==> src/rtl/set_mode_ctrl_pkg.sv <==
// Shared clock-controller definitions: mode encodings and cursor type, used by
// the mode controller and by display-side decoders.
package set_mode_ctrl_pkg;

  localparam int CUR_W = 2;
  typedef logic [CUR_W-1:0] cursor_t;

  localparam logic [1:0] ST_NORMAL    = 2'b00;
  localparam logic [1:0] ST_RING      = 2'b01;
  localparam logic [1:0] ST_SET_ALARM = 2'b10;
  localparam logic [1:0] ST_SET_TIME  = 2'b11;

  function automatic logic is_set_state(input logic [1:0] st);
    return (st == ST_SET_TIME) || (st == ST_SET_ALARM);
  endfunction

endpackage

==> src/rtl/btn_edge.sv <==
// Rising-edge detector for one debounced button level. The edge output stays
// quiet for the first cycle after reset so a button held through reset is not seen.
module btn_edge (
  input  logic clk,
  input  logic rst,
  input  logic i_btn,
  output logic o_rise
);

  logic r_prev;
  logic r_armed;

  // NOTE: sequential state uses non-blocking assignments so every register
  // samples the pre-edge values, independent of statement order.
  always_ff @(posedge clk) begin
    if (rst) begin
      r_prev  <= 1'b0;
      r_armed <= 1'b0;
    end else begin
      r_prev  <= i_btn;
      r_armed <= 1'b1;
    end
  end

  assign o_rise = i_btn & ~r_prev & r_armed;

endmodule

==> src/rtl/set_mode_ctrl.sv <==
// Alarm-clock mode controller: NORMAL / RING / SET_ALARM / SET_TIME sequencing,
// digit cursors, edit blink, increment requests and idle timeout.
module set_mode_ctrl
  import set_mode_ctrl_pkg::*;
#(
  parameter int BLINK_HALF = 500,
  parameter int TIMEOUT    = 10000
) (
  input  logic       clk,
  input  logic       rst,
  input  logic       tick_1k,
  input  logic       btn_mode,
  input  logic       btn_next,
  input  logic       btn_inc,
  input  logic       alarm_match,
  output logic [1:0] S,
  output cursor_t    CW,
  output cursor_t    CW1,
  output logic       BLINK,
  output logic       inc_pulse,
  output cursor_t    inc_sel,
  output logic       inc_tgt,
  output logic       ring
);

  localparam int BW = $clog2(BLINK_HALF + 1);
  localparam int IW = $clog2(TIMEOUT + 1);
  localparam logic [BW-1:0] BLINK_LAST = BW'(BLINK_HALF - 1);
  localparam logic [IW-1:0] IDLE_MAX   = IW'(TIMEOUT);

  logic w_ev_mode, w_ev_next, w_ev_inc, w_any_ev;

  btn_edge u_edge_mode (.clk(clk), .rst(rst), .i_btn(btn_mode), .o_rise(w_ev_mode));
  btn_edge u_edge_next (.clk(clk), .rst(rst), .i_btn(btn_next), .o_rise(w_ev_next));
  btn_edge u_edge_inc  (.clk(clk), .rst(rst), .i_btn(btn_inc),  .o_rise(w_ev_inc));

  assign w_any_ev = w_ev_mode | w_ev_next | w_ev_inc;

  logic [1:0]    r_state;
  cursor_t       r_cw, r_cw1, r_inc_sel;
  logic          r_blink, r_inc_pulse, r_inc_tgt, r_ring;
  logic [BW-1:0] r_blink_cnt;
  logic [IW-1:0] r_idle;

  logic [1:0] w_state_n;
  cursor_t    w_cw_n, w_cw1_n, w_sel_n;
  logic       w_pulse_n, w_tgt_n, w_edit, w_timeout, w_change;

  assign w_timeout = (r_idle == IDLE_MAX);
  assign w_change  = (w_state_n != r_state);

  // NOTE: every variable driven here gets a default first, so no path leaves
  // it unassigned and no latch is inferred.
  always_comb begin
    w_state_n = r_state;
    w_cw_n    = r_cw;
    w_cw1_n   = r_cw1;
    w_pulse_n = 1'b0;
    w_sel_n   = '0;
    w_tgt_n   = 1'b0;
    w_edit    = 1'b0;
    case (r_state)
      ST_NORMAL: begin
        if (w_ev_mode) begin
          w_state_n = ST_SET_TIME;
          w_cw_n    = '0;
        end else if (alarm_match) begin
          w_state_n = ST_RING;
        end
      end
      ST_SET_TIME: begin
        if (w_ev_mode) begin
          w_state_n = ST_SET_ALARM;
          w_cw1_n   = '0;
        end else if (w_ev_next) begin
          w_cw_n = r_cw + 2'd1;
          w_edit = 1'b1;
        end else if (w_ev_inc) begin
          w_pulse_n = 1'b1;
          w_sel_n   = r_cw;
          w_edit    = 1'b1;
        end else if (w_timeout) begin
          w_state_n = ST_NORMAL;
        end
      end
      ST_SET_ALARM: begin
        if (w_ev_mode) begin
          w_state_n = ST_NORMAL;
        end else if (w_ev_next) begin
          w_cw1_n = r_cw1 + 2'd1;
          w_edit  = 1'b1;
        end else if (w_ev_inc) begin
          w_pulse_n = 1'b1;
          w_sel_n   = r_cw1;
          w_tgt_n   = 1'b1;
          w_edit    = 1'b1;
        end else if (w_timeout) begin
          w_state_n = ST_NORMAL;
        end
      end
      ST_RING: begin
        // Any press only silences the buzzer; it carries no other meaning here.
        if (w_any_ev || w_timeout) w_state_n = ST_NORMAL;
      end
      default: w_state_n = ST_NORMAL;
    endcase
  end

  always_ff @(posedge clk) begin
    if (rst) begin
      r_state     <= ST_NORMAL;
      r_cw        <= '0;
      r_cw1       <= '0;
      r_blink     <= 1'b1;
      r_inc_pulse <= 1'b0;
      r_inc_sel   <= '0;
      r_inc_tgt   <= 1'b0;
      r_ring      <= 1'b0;
      r_blink_cnt <= '0;
      r_idle      <= '0;
    end else begin
      r_state     <= w_state_n;
      r_cw        <= w_cw_n;
      r_cw1       <= w_cw1_n;
      r_inc_pulse <= w_pulse_n;
      r_inc_sel   <= w_sel_n;
      r_inc_tgt   <= w_tgt_n;
      r_ring      <= (w_state_n == ST_RING);

      // A tick coinciding with a clearing event is deliberately lost.
      if (w_change || w_any_ev) begin
        r_idle <= '0;
      end else if (tick_1k && r_state != ST_NORMAL && !w_timeout) begin
        r_idle <= r_idle + 1'b1;
      end

      if (!is_set_state(w_state_n) || w_change || w_edit) begin
        r_blink_cnt <= '0;
        r_blink     <= 1'b1;
      end else if (tick_1k) begin
        if (r_blink_cnt == BLINK_LAST) begin
          r_blink_cnt <= '0;
          r_blink     <= ~r_blink;
        end else begin
          r_blink_cnt <= r_blink_cnt + 1'b1;
        end
      end
    end
  end

  assign S         = r_state;
  assign CW        = r_cw;
  assign CW1       = r_cw1;
  assign BLINK     = r_blink;
  assign inc_pulse = r_inc_pulse;
  assign inc_sel   = r_inc_sel;
  assign inc_tgt   = r_inc_tgt;
  assign ring      = r_ring;

endmodule

==> config.mk <==
export PLATFORM = sky130hd
export DESIGN_NAME = set_mode_ctrl
export DESIGN_NICKNAME = d
export VERILOG_FILES = /design/src/rtl/set_mode_ctrl_pkg.sv /design/src/rtl/btn_edge.sv /design/src/rtl/set_mode_ctrl.sv
export SDC_FILE = /design/constraint.sdc
export NUM_CORES = 1
export LEC_CHECK = 0
export ABC_AREA = 1
export CAP_MARGIN = 5
export CORE_MARGIN = 1.5
export CORE_UTILIZATION = 55
export CTS_BUF_LIST = sky130_fd_sc_hd__clkbuf_8
export DETAILED_ROUTE_END_ITERATION = 7
export PLACE_DENSITY = 0.77
export SYNTH_ARGS = -nofsm -noshare
export SYNTH_HDL_FRONTEND = slang
export SYNTH_HIERARCHICAL = 1
export SYNTH_SLANG_ARGS = --single-unit
export TNS_END_PERCENT = 1
==> constraint.sdc <==
create_clock -name clk -period 3.4 [get_ports clk]
set_clock_uncertainty 0.05 [all_clocks]
set_input_delay 0.34 -clock clk [delete_from_list [all_inputs] [get_ports clk]]
set_output_delay 0.34 -clock clk [all_outputs]
set_load 0.02 [all_outputs]
==> metrics.cfg <==
[timing]
max_freq_mhz=521
tightest_slew_ps=508
relSlewSlack=0.660
period_share=0.565
slew_viol_final=0
hold_slack_ps=432
finalHoldViolCount=0
setup_viol=0
grt_setup_unrepaired=false
min_period_ps=1920
setup_ws_ps=1480
fin_tns_setup_ps=0

[synthesis]
yosys_warnings=6
synthCells=293
syn_area_um2=2060
yosysSeqAreaShare=0.398
syn_avg_cell_area_um2=7.04
synth_fp_nets=303
ys_ff_latch=41
synth_cell_types=32

[die]
die_width_um=64.2
dieArea_um2=4130
dieHeight_um=64.2
rows=22
ioPinCount=19
core_um2=3630
start_util=0.567

[power]
ir_drop_mv=0.307
leakagePower_nw=0.968
p_per_area_nw_per_um2=410

[global_routing]
overflow=0
grt_max_degree=16
grt_pass1_vias=1569
grt_util_all_layers=0.189
antenna_found_initial=0
grt_pass1_wl_um=6260

[cts]
numCtsBuffers=5
cts_hold_buf=0
cts_tree=yes
path_clk_slew_ps=80
cts.root.buffer_cell=clkbuf_8
cts_resized=0
clkLatencyLatePin_ps=280
htree_levels=2
cts.path.max_buffers=2
clock_sinks=41
cts_setup_buffers=0

[setup_path]
worstPathCellList=clkdlybuf4s50_1, nand2_1, nor2_2, inv_1, nand2_1, nor2_1, a21oi_2, nand2_1, nand3_2, nand4_4, nor2_1
cp_slowest_cell=clkdlybuf4s50_1
start_kind=input port
crit_family=simple AND/OR/NAND/NOR gates
slowest_delay_ps=470
worstPathRequired_ps=3570
worstSetupPathType=input port to flip-flop
path_max_fanout=14
arrival_ps=2090
path_buf_inv=2
cp-end-kind=flip-flop
crit_top_cell=nand2_1

[drt]
drt-initial-drc-count=72
first_pass_iters=4
antenna_left=0
via_per_inst=4.80
dr_wl_met3_um=118
post_drt_wl_per_cell_um=9.70
vias=1747
wl_met1_um=1770
drc=0
dr_wl_met2_um=1620
top_layer_used=met4
routed_wl_um=3530

[min_path]
hp-class=flip-flop to flip-flop

[layout]
drive_above_1_share=0.0949
area_growth_pct=16.0
nets=325
diodes=0
finalInstanceArea_um2=2390

[placed_design]
gp_congestion=0.789
dpl.hpwl_um=2690
place_ws_ps=1160
place.port_buffers=18
placed_area_um2=2280

[job]
drv_cap=0

[run_status]
status=finished, final reports clean

## kinds of logic after synthesis
family | Yosys count | share of synthesized area
adder cells (fa/ha/maj) | 3 | 0.0182
AND/OR/NAND/NOR | 153 | 0.338
flip-flops | 41 | 0.398
XOR/XNOR | 14 | 0.0595
buffers and inverters | 59 | 0.115
AO/OA/AOI/OAI | 23 | 0.0716
## routing by layer
metal / GRT usage / up-vias
met5: 0 / -
met4: 0.0638 / 0
met3: 0.0387 / 4
met2: 0.315 / 22
met1: 0.243 / 765
li1: - / 956
## sequential cells by signal, summed over array words and instances (netlist names), 2 cells and up
signal / count
CW: 2
S: 2
inc_sel: 2
r_idle: 14
r_blink_cnt: 9
CW1: 2
## Yosys cell counts
library cell,count,share of area
nand4_1,5,0.015
nor4_1,1,0.0030
inv_2,1,0.0018
a21oi_1,6,0.015
clkbuf_1,1,0.0018
and3_1,2,0.0061
o21a_1,1,0.0036
dfxtp_1,41,0.40
nand2_1,55,0.10
ha_1,3,0.018
clkinv_1,1,0.0018
nand4_4,1,0.010
nand3_2,1,0.0049
o21bai_1,1,0.0036
a211oi_1,5,0.018
a32oi_1,1,0.0042
o21ai_0,5,0.012
xnor2_1,4,0.017
o211ai_1,1,0.0036
nor3_2,1,0.0049
a21oi_2,1,0.0042
buf_6,2,0.011
a31oi_1,1,0.0030
a31o_2,1,0.0042
nor3b_1,1,0.0036
nor3_1,6,0.015
nand2_2,1,0.0030
inv_1,54,0.098
xor2_1,10,0.042
nor2_2,16,0.049
nand3_1,15,0.036
nor2_1,48,0.087
## power by group
part / internal (mW) / switching (mW)
Sequential: 0.490 / 0.00676
Clock: 0.236 / 0.157
Combinational: 0.0331 / 0.0572
## stage by stage
step	util	total power, mW	std cells
2_1_floorplan	-	0.569	293
3_3_place_gp	0.626	0.598	356
3_5_place_dp	0.626	0.599	356
4_1_cts	0.658	0.991	364
5_1_grt	0.658	1.02	364
6_report	0.658	0.980	364
## cells in the final DEF, fill, tap and decap left out, drive strengths merged
master / count
nor4: 1
nand4: 6
o21bai: 1
and3: 2
xnor2: 4
ha: 3
a32oi: 1
clkbuf: 6
o21ai: 5
xor2: 10
a211oi: 5
nand2: 56
a31o: 1
clkinv: 1
bufinv: 1
nor2: 64
inv: 56
dfxtp: 41
o21a: 1
nor3b: 1
nand3: 16
a21oi: 7
nor3: 7
a31oi: 1
o211ai: 1
clkdlybuf4s50: 18
## cell type report
class,count,area [um2]
Fill cell,356,1240
Multi-Input combinational cell,193,1000
Sequential cell,41,821
Inverter,56,210
Timing Repair Buffer,18,180
Clock buffer,6,82.6
Tap cell,48,60.1
Clock inverter,2,33.8
## worst paths after layout
path                                             startpoint                     endpoint  slack, ps  cells after the start
worst min register to register  r_blink_cnt[1]$_SDFFE_PP0P_  r_blink_cnt[1]$_SDFFE_PP0P_        430                      2
worst max-delay path                               btn_mode       r_idle[3]$_SDFFE_PP0P_       1480                     11
worst max register to register       r_idle[0]$_SDFFE_PP0P_  r_blink_cnt[3]$_SDFFE_PP0P_       1600                      9
worst min-delay path            r_blink_cnt[1]$_SDFFE_PP0P_  r_blink_cnt[1]$_SDFFE_PP0P_        430                      2
## worst reg2reg max path, stage by stage (launching register included)
cell and delay (ps):
dfxtp_1 370, inv_1 80, ha_1 220, nand2_1 70
nor2_1 40, nand2_1 50, nand2_1 60, nor3_1 220
clkinv_1 310, nor3b_1 250
Note: power is estimated with default switching activity, not from simulation.
